File: src/rtl/pipelined_flit_adder_if.sv
// Flit handshake bundle for the pipelined adder: injector side (in_*) and sink side (out_*).
// The adder plugs into the slave modport; injector/sink models use master.
interface pipelined_flit_adder_if #(
    parameter int N = 18
);
    logic         in_valid;
    logic         in_ready;
    logic         in_last;
    logic [N-1:0] input1;
    logic [N-1:0] input2;
    logic         out_valid;
    logic         out_ready;
    logic         out_last;
    logic [N-1:0] sum;
    logic         cout;

    modport master (
        output in_valid, in_last, input1, input2, out_ready,
        input  in_ready, out_valid, out_last, sum, cout
    );

    modport slave (
        input  in_valid, in_last, input1, input2, out_ready,
        output in_ready, out_valid, out_last, sum, cout
    );
endinterface

File: src/rtl/pipelined_flit_adder.sv
// N-bit adder split into SEGS carry-chained pipeline segments with valid/ready flow control,
// a packet-end marker, and saturating flit/packet/output-toggle statistics.
module pipelined_flit_adder #(
    parameter int N     = 18,
    parameter int SEGS  = 3,
    parameter int CNT_W = 32
) (
    input  logic                  clk,
    input  logic                  rst,
    pipelined_flit_adder_if.slave bus,
    input  logic                  stats_clr,
    output logic [CNT_W-1:0]      flit_cnt,
    output logic [CNT_W-1:0]      pkt_cnt,
    output logic [CNT_W-1:0]      toggle_cnt
);
    localparam int SEG_W = N / SEGS;
    localparam int POP_W = $clog2(N + 1);

    logic [SEGS-1:0]        valid_q, valid_d;
    logic [SEGS-1:0]        last_q, last_d;
    logic [SEGS-1:0]        carry_q, carry_d;
    logic [SEGS-1:0][N-1:0] a_q, a_d;
    logic [SEGS-1:0][N-1:0] b_q, b_d;
    logic [SEGS-1:0][N-1:0] s_q, s_d;

    logic [N-1:0]     prev_sum_q, prev_sum_d;
    logic [CNT_W-1:0] flit_cnt_q, flit_cnt_d;
    logic [CNT_W-1:0] pkt_cnt_q, pkt_cnt_d;
    logic [CNT_W-1:0] toggle_cnt_q, toggle_cnt_d;

    logic             en;
    logic             fire;
    logic [SEG_W:0]   seg_t;
    logic [POP_W-1:0] diff_pop;

    function automatic logic [SEG_W:0] seg_add(input logic [SEG_W-1:0] x,
                                               input logic [SEG_W-1:0] y,
                                               input logic             c);
        return {1'b0, x} + {1'b0, y} + {{SEG_W{1'b0}}, c};
    endfunction

    function automatic logic [POP_W-1:0] popcount(input logic [N-1:0] x);
        logic [POP_W-1:0] p;
        p = '0;
        for (int i = 0; i < N; i++) begin
            p = p + POP_W'(x[i]);
        end
        return p;
    endfunction

    function automatic logic [CNT_W-1:0] sat_add(input logic [CNT_W-1:0] x,
                                                 input logic [CNT_W-1:0] y);
        logic [CNT_W:0] t;
        t = {1'b0, x} + {1'b0, y};
        return t[CNT_W] ? {CNT_W{1'b1}} : t[CNT_W-1:0];
    endfunction

    // Whole pipe moves in lockstep: a stalled output freezes every stage.
    always_comb begin
        en      = !valid_q[SEGS-1] || bus.out_ready;
        valid_d = valid_q;
        last_d  = last_q;
        carry_d = carry_q;
        a_d     = a_q;
        b_d     = b_q;
        s_d     = s_q;
        seg_t   = '0;
        if (en) begin
            seg_t                 = seg_add(bus.input1[SEG_W-1:0], bus.input2[SEG_W-1:0], 1'b0);
            a_d[0]                = bus.input1;
            b_d[0]                = bus.input2;
            s_d[0]                = '0;
            s_d[0][SEG_W-1:0]     = seg_t[SEG_W-1:0];
            carry_d[0]            = seg_t[SEG_W];
            valid_d[0]            = bus.in_valid;
            last_d[0]             = bus.in_valid & bus.in_last;
            for (int k = 1; k < SEGS; k++) begin
                seg_t = seg_add(a_q[k-1][k*SEG_W +: SEG_W], b_q[k-1][k*SEG_W +: SEG_W],
                                carry_q[k-1]);
                a_d[k]                    = a_q[k-1];
                b_d[k]                    = b_q[k-1];
                s_d[k]                    = s_q[k-1];
                s_d[k][k*SEG_W +: SEG_W]  = seg_t[SEG_W-1:0];
                carry_d[k]                = seg_t[SEG_W];
                valid_d[k]                = valid_q[k-1];
                last_d[k]                 = last_q[k-1];
            end
        end
    end

    // A clear wins over a coincident transfer, but the toggle reference still tracks it.
    always_comb begin
        fire         = valid_q[SEGS-1] && bus.out_ready;
        diff_pop     = popcount(s_q[SEGS-1] ^ prev_sum_q);
        prev_sum_d   = prev_sum_q;
        flit_cnt_d   = flit_cnt_q;
        pkt_cnt_d    = pkt_cnt_q;
        toggle_cnt_d = toggle_cnt_q;
        if (fire) begin
            prev_sum_d = s_q[SEGS-1];
        end
        if (stats_clr) begin
            flit_cnt_d   = '0;
            pkt_cnt_d    = '0;
            toggle_cnt_d = '0;
        end else if (fire) begin
            flit_cnt_d   = sat_add(flit_cnt_q, CNT_W'(1));
            pkt_cnt_d    = sat_add(pkt_cnt_q, CNT_W'(last_q[SEGS-1]));
            toggle_cnt_d = sat_add(toggle_cnt_q, CNT_W'(diff_pop));
        end
    end

    always_ff @(posedge clk or posedge rst) begin
        if (rst) begin
            valid_q      <= '0;
            last_q       <= '0;
            carry_q      <= '0;
            a_q          <= '0;
            b_q          <= '0;
            s_q          <= '0;
            prev_sum_q   <= '0;
            flit_cnt_q   <= '0;
            pkt_cnt_q    <= '0;
            toggle_cnt_q <= '0;
        end else begin
            valid_q      <= valid_d;
            last_q       <= last_d;
            carry_q      <= carry_d;
            a_q          <= a_d;
            b_q          <= b_d;
            s_q          <= s_d;
            prev_sum_q   <= prev_sum_d;
            flit_cnt_q   <= flit_cnt_d;
            pkt_cnt_q    <= pkt_cnt_d;
            toggle_cnt_q <= toggle_cnt_d;
        end
    end

    // Operand segments already folded into the sum are carried but never read again.
    logic unused_operand_bits;
    assign unused_operand_bits = ^{a_q, b_q};

    assign bus.in_ready  = en;
    assign bus.out_valid = valid_q[SEGS-1];
    assign bus.out_last  = last_q[SEGS-1];
    assign bus.sum       = s_q[SEGS-1];
    assign bus.cout      = carry_q[SEGS-1];
    assign flit_cnt      = flit_cnt_q;
    assign pkt_cnt       = pkt_cnt_q;
    assign toggle_cnt    = toggle_cnt_q;
endmodule

File: src/flat_wrapper.sv
// flat-port wrapper written by rule: the top's interface ports become plain ports
module pipelined_flit_adder_flat 
#(
    parameter int N     = 18,
    parameter int SEGS  = 3,
    parameter int CNT_W = 32
)
  (clk, rst, stats_clr, flit_cnt, pkt_cnt, toggle_cnt, bus_in_valid, bus_in_last, bus_input1, bus_input2, bus_out_ready, bus_in_ready, bus_out_valid, bus_out_last, bus_sum, bus_cout);
  pipelined_flit_adder_if #(.N(N)) bus_i ();
  input  logic clk;
  input  logic rst;
  input  logic stats_clr;
  output logic [CNT_W-1:0] flit_cnt;
  output logic [CNT_W-1:0] pkt_cnt;
  output logic [CNT_W-1:0] toggle_cnt;
  input wire logic [$bits(bus_i.in_valid)-1:0] bus_in_valid;
  input wire logic [$bits(bus_i.in_last)-1:0] bus_in_last;
  input wire logic [$bits(bus_i.input1)-1:0] bus_input1;
  input wire logic [$bits(bus_i.input2)-1:0] bus_input2;
  input wire logic [$bits(bus_i.out_ready)-1:0] bus_out_ready;
  output wire logic [$bits(bus_i.in_ready)-1:0] bus_in_ready;
  output wire logic [$bits(bus_i.out_valid)-1:0] bus_out_valid;
  output wire logic [$bits(bus_i.out_last)-1:0] bus_out_last;
  output wire logic [$bits(bus_i.sum)-1:0] bus_sum;
  output wire logic [$bits(bus_i.cout)-1:0] bus_cout;
  assign bus_i.in_valid = bus_in_valid;
  assign bus_i.in_last = bus_in_last;
  assign bus_i.input1 = bus_input1;
  assign bus_i.input2 = bus_input2;
  assign bus_i.out_ready = bus_out_ready;
  assign bus_in_ready = bus_i.in_ready;
  assign bus_out_valid = bus_i.out_valid;
  assign bus_out_last = bus_i.out_last;
  assign bus_sum = bus_i.sum;
  assign bus_cout = bus_i.cout;
  pipelined_flit_adder #(.N(N), .SEGS(SEGS), .CNT_W(CNT_W)) u_core (.clk(clk), .rst(rst), .bus(bus_i), .stats_clr(stats_clr), .flit_cnt(flit_cnt), .pkt_cnt(pkt_cnt), .toggle_cnt(toggle_cnt));
endmodule
File: config.mk
export PLATFORM = sky130hd
export DESIGN_NAME = pipelined_flit_adder_flat
export DESIGN_NICKNAME = d
export VERILOG_FILES = /design/src/rtl/pipelined_flit_adder_if.sv /design/src/rtl/pipelined_flit_adder.sv /design/src/flat_wrapper.sv
export SDC_FILE = /design/constraint.sdc
export NUM_CORES = 1
export LEC_CHECK = 0
export BUFFER_PORTS_ARGS = -buffer_cell sky130_fd_sc_hd__clkbuf_2
export CORE_MARGIN = 1.5
export CORE_UTILIZATION = 30
export CTS_BUF_LIST = sky130_fd_sc_hd__clkbuf_4 sky130_fd_sc_hd__clkbuf_8
export DETAILED_ROUTE_END_ITERATION = 8
export PLACE_DENSITY = 0.53
export SETUP_SLACK_MARGIN = 0.15
export SYNTH_ARGS = -nofsm -noshare
export SYNTH_HDL_FRONTEND = slang
export SYNTH_SLANG_ARGS = --single-unit
File: constraint.sdc
create_clock -name clk -period 9.5 [get_ports clk]
set_input_delay 1.9 -clock clk [delete_from_list [all_inputs] [get_ports clk]]
set_output_delay 1.9 -clock clk [all_outputs]
set_load 0.01 [all_outputs]
# Word level (Yosys, flattened, before mapping)
# Index checks and enable logic that the tools add are counted.
[classes]
addsub = 25
muxes = 9
n_bitwise = 2
reduce_logical = 4
[op_table]
columns = ["cell", "count"]
rows = [
  ["$mux W32", 9],
  ["$add A5 B1 Y5", 16],
  ["$add A32 B1 Y33", 1],
  ["$add A32 B1 Y33 const B", 1],
  ["$add A32 B5 Y33", 1],
  ["$add A6 B6 Y7", 3],
  ["$xor A18 B18 Y18", 1],
  ["$add A7 B1 Y7", 2],
  ["$add A1 B1 Y2", 1],
  ["$reduce_bool A2 Y1", 1],
  ["$and A1 B1 Y1", 1],
  ["$logic_and A1 B1 Y1", 1],
  ["$logic_not A1 Y1", 1],
  ["$logic_or A1 B1 Y1", 1],
]
[word_totals]
regBits = 231
input_bits = 42
wordCells = 54

# Logic depth before layout (Yosys ltp)
[depth]
word_depth = 22
ltp_mapped = 19
depth_no_buf = 18

# Worst setup path before layout
# No wires, ideal clock.
[synth_path]
path_kind = "reg-to-reg"
from = "register u_core.s_q (netlist bit u_core.bus.sum[0])"
to = "register u_core.toggle_cnt_q[31] (netlist: u_core.toggle_cnt[31])"
t_arrival_ns = 5.654
required_time_ns = 9.380
path_slack_ns = 3.726
path_stages_with_launch = 18
path_buffers = 1
synth_period_minus_slack_ns = 5.774
path_cell_list = "dfrtp_1 xor2_1 ha_1 fa_1 fa_1 fa_1 inv_1 fa_1 fa_1 fa_1 xnor2_1 ha_1 nor2b_1 o31a_1 o2111ai_1 clkbuf_1 nand2_1 o211a_1"
[synth_via]
elab_chain_len = 22
[synth_rtl]
columns = ["item", "line", "rtl"]
rows = [
  ["from (decl)", "pipelined_flit_adder.sv:24", "logic [SEGS-1:0][N-1:0] s_q, s_d;"],
  ["from (signal assigned)", "pipelined_flit_adder.sv:120", "s_q <= '0;"],
  ["from (signal assigned)", "pipelined_flit_adder.sv:131", "s_q <= s_d;"],
  ["$xor A18 B18 Y18", "pipelined_flit_adder.sv:94", "diff_pop = popcount(s_q[SEGS-1] ^ prev_sum_q);"],
  ["$add A1 B1 Y2", "pipelined_flit_adder.sv:46", "p = p + POP_W'(x[i]);"],
  ["$add A5 B1 Y5 (16 in a row)", "pipelined_flit_adder.sv:46", ""],
  ["$add A32 B5 Y33", "pipelined_flit_adder.sv:54", "t = {1'b0, x} + {1'b0, y};"],
  ["$mux W32", "pipelined_flit_adder.sv:55", "return t[CNT_W] ? {CNT_W{1'b1}} : t[CNT_W-1:0];"],
  ["$mux W32", "pipelined_flit_adder.sv:106", "end else if (fire) begin"],
  ["$mux W32", "pipelined_flit_adder.sv:102", "if (stats_clr) begin"],
  ["to (signal assigned)", "pipelined_flit_adder.sv:135", "toggle_cnt_q <= toggle_cnt_d;"],
  ["to (decl)", "pipelined_flit_adder.sv:29", "logic [CNT_W-1:0] toggle_cnt_q, toggle_cnt_d;"],
]
# No other way between the ends. The select of a mux whose other input is x is not followed.
# A chain may end at the register's enable or synchronous reset.

# Worst setup path in the final report
[layout_path]
from = "register u_core.s_q (netlist bit u_core.bus.sum[0])"
to = "register u_core.toggle_cnt_q[17] (netlist: u_core.toggle_cnt[17])"
# The elaborated chain is that of the path after synthesis.

==> flow_summary.ini <==
[sta]
setup_slack_ns = 3.18
clock.fmax_mhz = 158
finalCritPeriodShare = 0.665
setup_tns_ns = 0
rsz0062_at_grt = false
worst_pin_slew_ns = 1.11
hold_violations = 0
layout_min_cycle_time_ns = 6.32
holdWs_ns = 0.474
finalSetupViolCount = 0
relSlewSlack = 0.255
clock_skew_ns = 0.0180
slew_violations = 0

[final_layout]
layout_commonest_cell = nand2_1
final_cells = 1779
drive_gt1_frac = 0.164
nFillCells = 3623
layout.nets = 1400
mostFrequentLayoutCells = nand2_1, dfrtp_1, clkbuf_2, nor2_1, nor3_1
area_delta_synth_final_pct = 13.7
diodes = 0

[die]
start_util = 0.307
die_x_um = 192
rows = 68
core_sq_um = 34800
die-area_sq_um = 36800
ios = 160
die_h_um = 192

[logic_synthesis]
synth_cells = 1201
synth_seq_cells = 195
syn_area_sq_um = 10700
netlist.area_leader.share = 0.456
async_flop_share = 1.00
ys_warn_count = 0
syn-num-nets = 1290
avgSynthCellArea_sq_um = 8.90
synth_top_area_cell = dfrtp_1
synthFlopType = dfrtp_1
synth_edf_count = 0
synthDistinctLibCells = 61
synth_seq_area_share = 0.456
synth_area_leaders = dfrtp_1, nand2_1, ha_1, fa_1, nor2_1

[min_path]
hp-start = u_core.a_q[14]
hold_depth = 2
holdPathEnd = u_core.a_q[14]
min_path_type = register to register

[detailed_routing]
wl_per_cell_um = 16.2
dr.pass1.iters = 5
finalWirelength_mm = 28.8
viasPerCell = 5.10
drtAntennaViolNets = 0
drc = 0
drtIter0Drc = 533
num_vias = 9075

[cts]
clockBufferDepth = 2
cts_buffers = 17
postCtsResizedCells = 0
cts-root-buf = clkbuf_8
post_cts_buffers = 0
clk_pin_slew_ns = 0.11
clk_latency_ns = 0.50
cts_sinks = 195
cts_hold_buffers = 0
cts_tree = yes
htreeDepth = 4

[grt]
grt_max_degree = 124
grt_pass1_wl_mm = 46.9
antenna_found_initial = 0
grt_overflow = 0
grt_pass1_vias = 8535
grt_util_all_layers = 0.161

[status]
status = finished, final reports clean

[placed_design]
port-buffer-count = 159
gp_congestion = 0.878
place_ws_ns = 3.19
dp_hpwl_mm = 20.3
dpl.cell_count = 1747

[critical_path]
crit_path_max_fanout = 11
critPathArrivalTime_ns = 6.70
r2r-start = u_core.bus.sum[0]
r2r_cells = 16
path_cells = xor2_1 > ha_1 > fa_1 > fa_1 > fa_1 > inv_1 > fa_1 > fa_1 > fa_1 > xnor2_1 > ha_1 > o21ai_0 > o21a_1 > nor3b_1 > a21oi_1 > or3_1
path_buf_inv = 1
crit_path_frequent_cell = fa_1
r2r_end = u_core.toggle_cnt[17]
cp.required_ns = 9.89
ff2ff_setup_slack_ns = 3.18
crit_family = adder cells
crit_path_max_incr_delay_ns = 0.92
cp-start-kind = register
cp-end-kind = register
slowest_stage = nor3b_1
critPathKind = register to register

[job]
maxCapViolCount = 0
-- state kept, by name, indices dropped and copies added, names as in the netlist --
register	count
u_core.bus.sum	18
u_core.toggle_cnt	32
u_core.prev_sum_q	18
u_core.pkt_cnt	32
u_core.s_q	18
u_core.b_q	18
u_core.a_q	18
u_core.carry_q	3
u_core.last_q	3
u_core.valid_q	3
u_core.flit_cnt	32
-- cell families after synthesis --
family / count (synthesis) / synth area share
xor gates and xnor gates: 30 / 0.0246
muxes: 5 / 0.00468
buffers and inverters: 120 / 0.0498
and+or+nand+nor: 594 / 0.266
AOI/OAI and AO/OA: 210 / 0.131
DFF: 195 / 0.456
adders and majority gates: 47 / 0.0676
-- worst register-to-register path, cell delays in order (launching register included) --
cell and delay [ns]:
dfrtp_1 0.43, xor2_1 0.17, ha_1 0.32, fa_1 0.51, fa_1 0.52, fa_1 0.55, inv_1 0.06, fa_1 0.50
fa_1 0.48, fa_1 0.42, xnor2_1 0.15, ha_1 0.34, o21ai_0 0.10, o21a_1 0.23, nor3b_1 0.92, a21oi_1 0.14
or3_1 0.39
-- cells in the mapped netlist, types with 20 or more instances --
cell type / instances
nor3_1: 57
a31oi_1: 35
inv_1: 44
nand4_1: 20
dfrtp_1: 195
nand3_1: 36
a21oi_1: 53
nor4_1: 24
o21ai_0: 34
ha_1: 29
nand2_1: 267
nor2_1: 81
clkbuf_1: 42
and3_1: 32
-- final cells by class --
type,count,area [sq um],share of cell area
well taps,455,569,0.0468
clock buffers,20,269,0.0221
repair buffers,167,856,0.0704
inverters,44,173,0.0142
clock inverters,12,121,0.00998
flip-flops and latches,195,4880,0.401
multi-input cells,886,5290,0.435
-- metal layers --
layer | vias to the layer above | share of wire | track usage
met5 | - | 0 | 0
met4 | 0 | 0.013 | 0.0499
met3 | 18 | 0.054 | 0.0303
met2 | 246 | 0.46 | 0.251
met1 | 4347 | 0.47 | 0.225
li1 | 4464 | - | -
-- stage by stage --
stage               utilization  area, sq um
finish                    0.349        12200
global route              0.349        12200
CTS                       0.349        12200
detailed placement        0.338        11800
global placement          0.338        11800
floorplan                     -        10700
-- worst max-delay path by stage --
stage | cells past startpoint | to | start | slack (ns)
finish | 16 | u_core.toggle_cnt[17] | u_core.bus.sum[0] | 3.18
global route | 17 | u_core.toggle_cnt[17] | u_core.bus.sum[0] | 2.81
CTS | 17 | u_core.toggle_cnt[17] | u_core.bus.sum[0] | 3.16
detailed placement | 17 | u_core.toggle_cnt[17] | u_core.bus.sum[0] | 3.19
global placement | 16 | u_core.toggle_cnt[17] | u_core.bus.sum[0] | 3.28
floorplan | 1 | u_core.a_q[10] | rst | 2.29
Power is not shown: default switching activity piles up to over one toggle a cycle in this logic, so the estimate is an artifact.
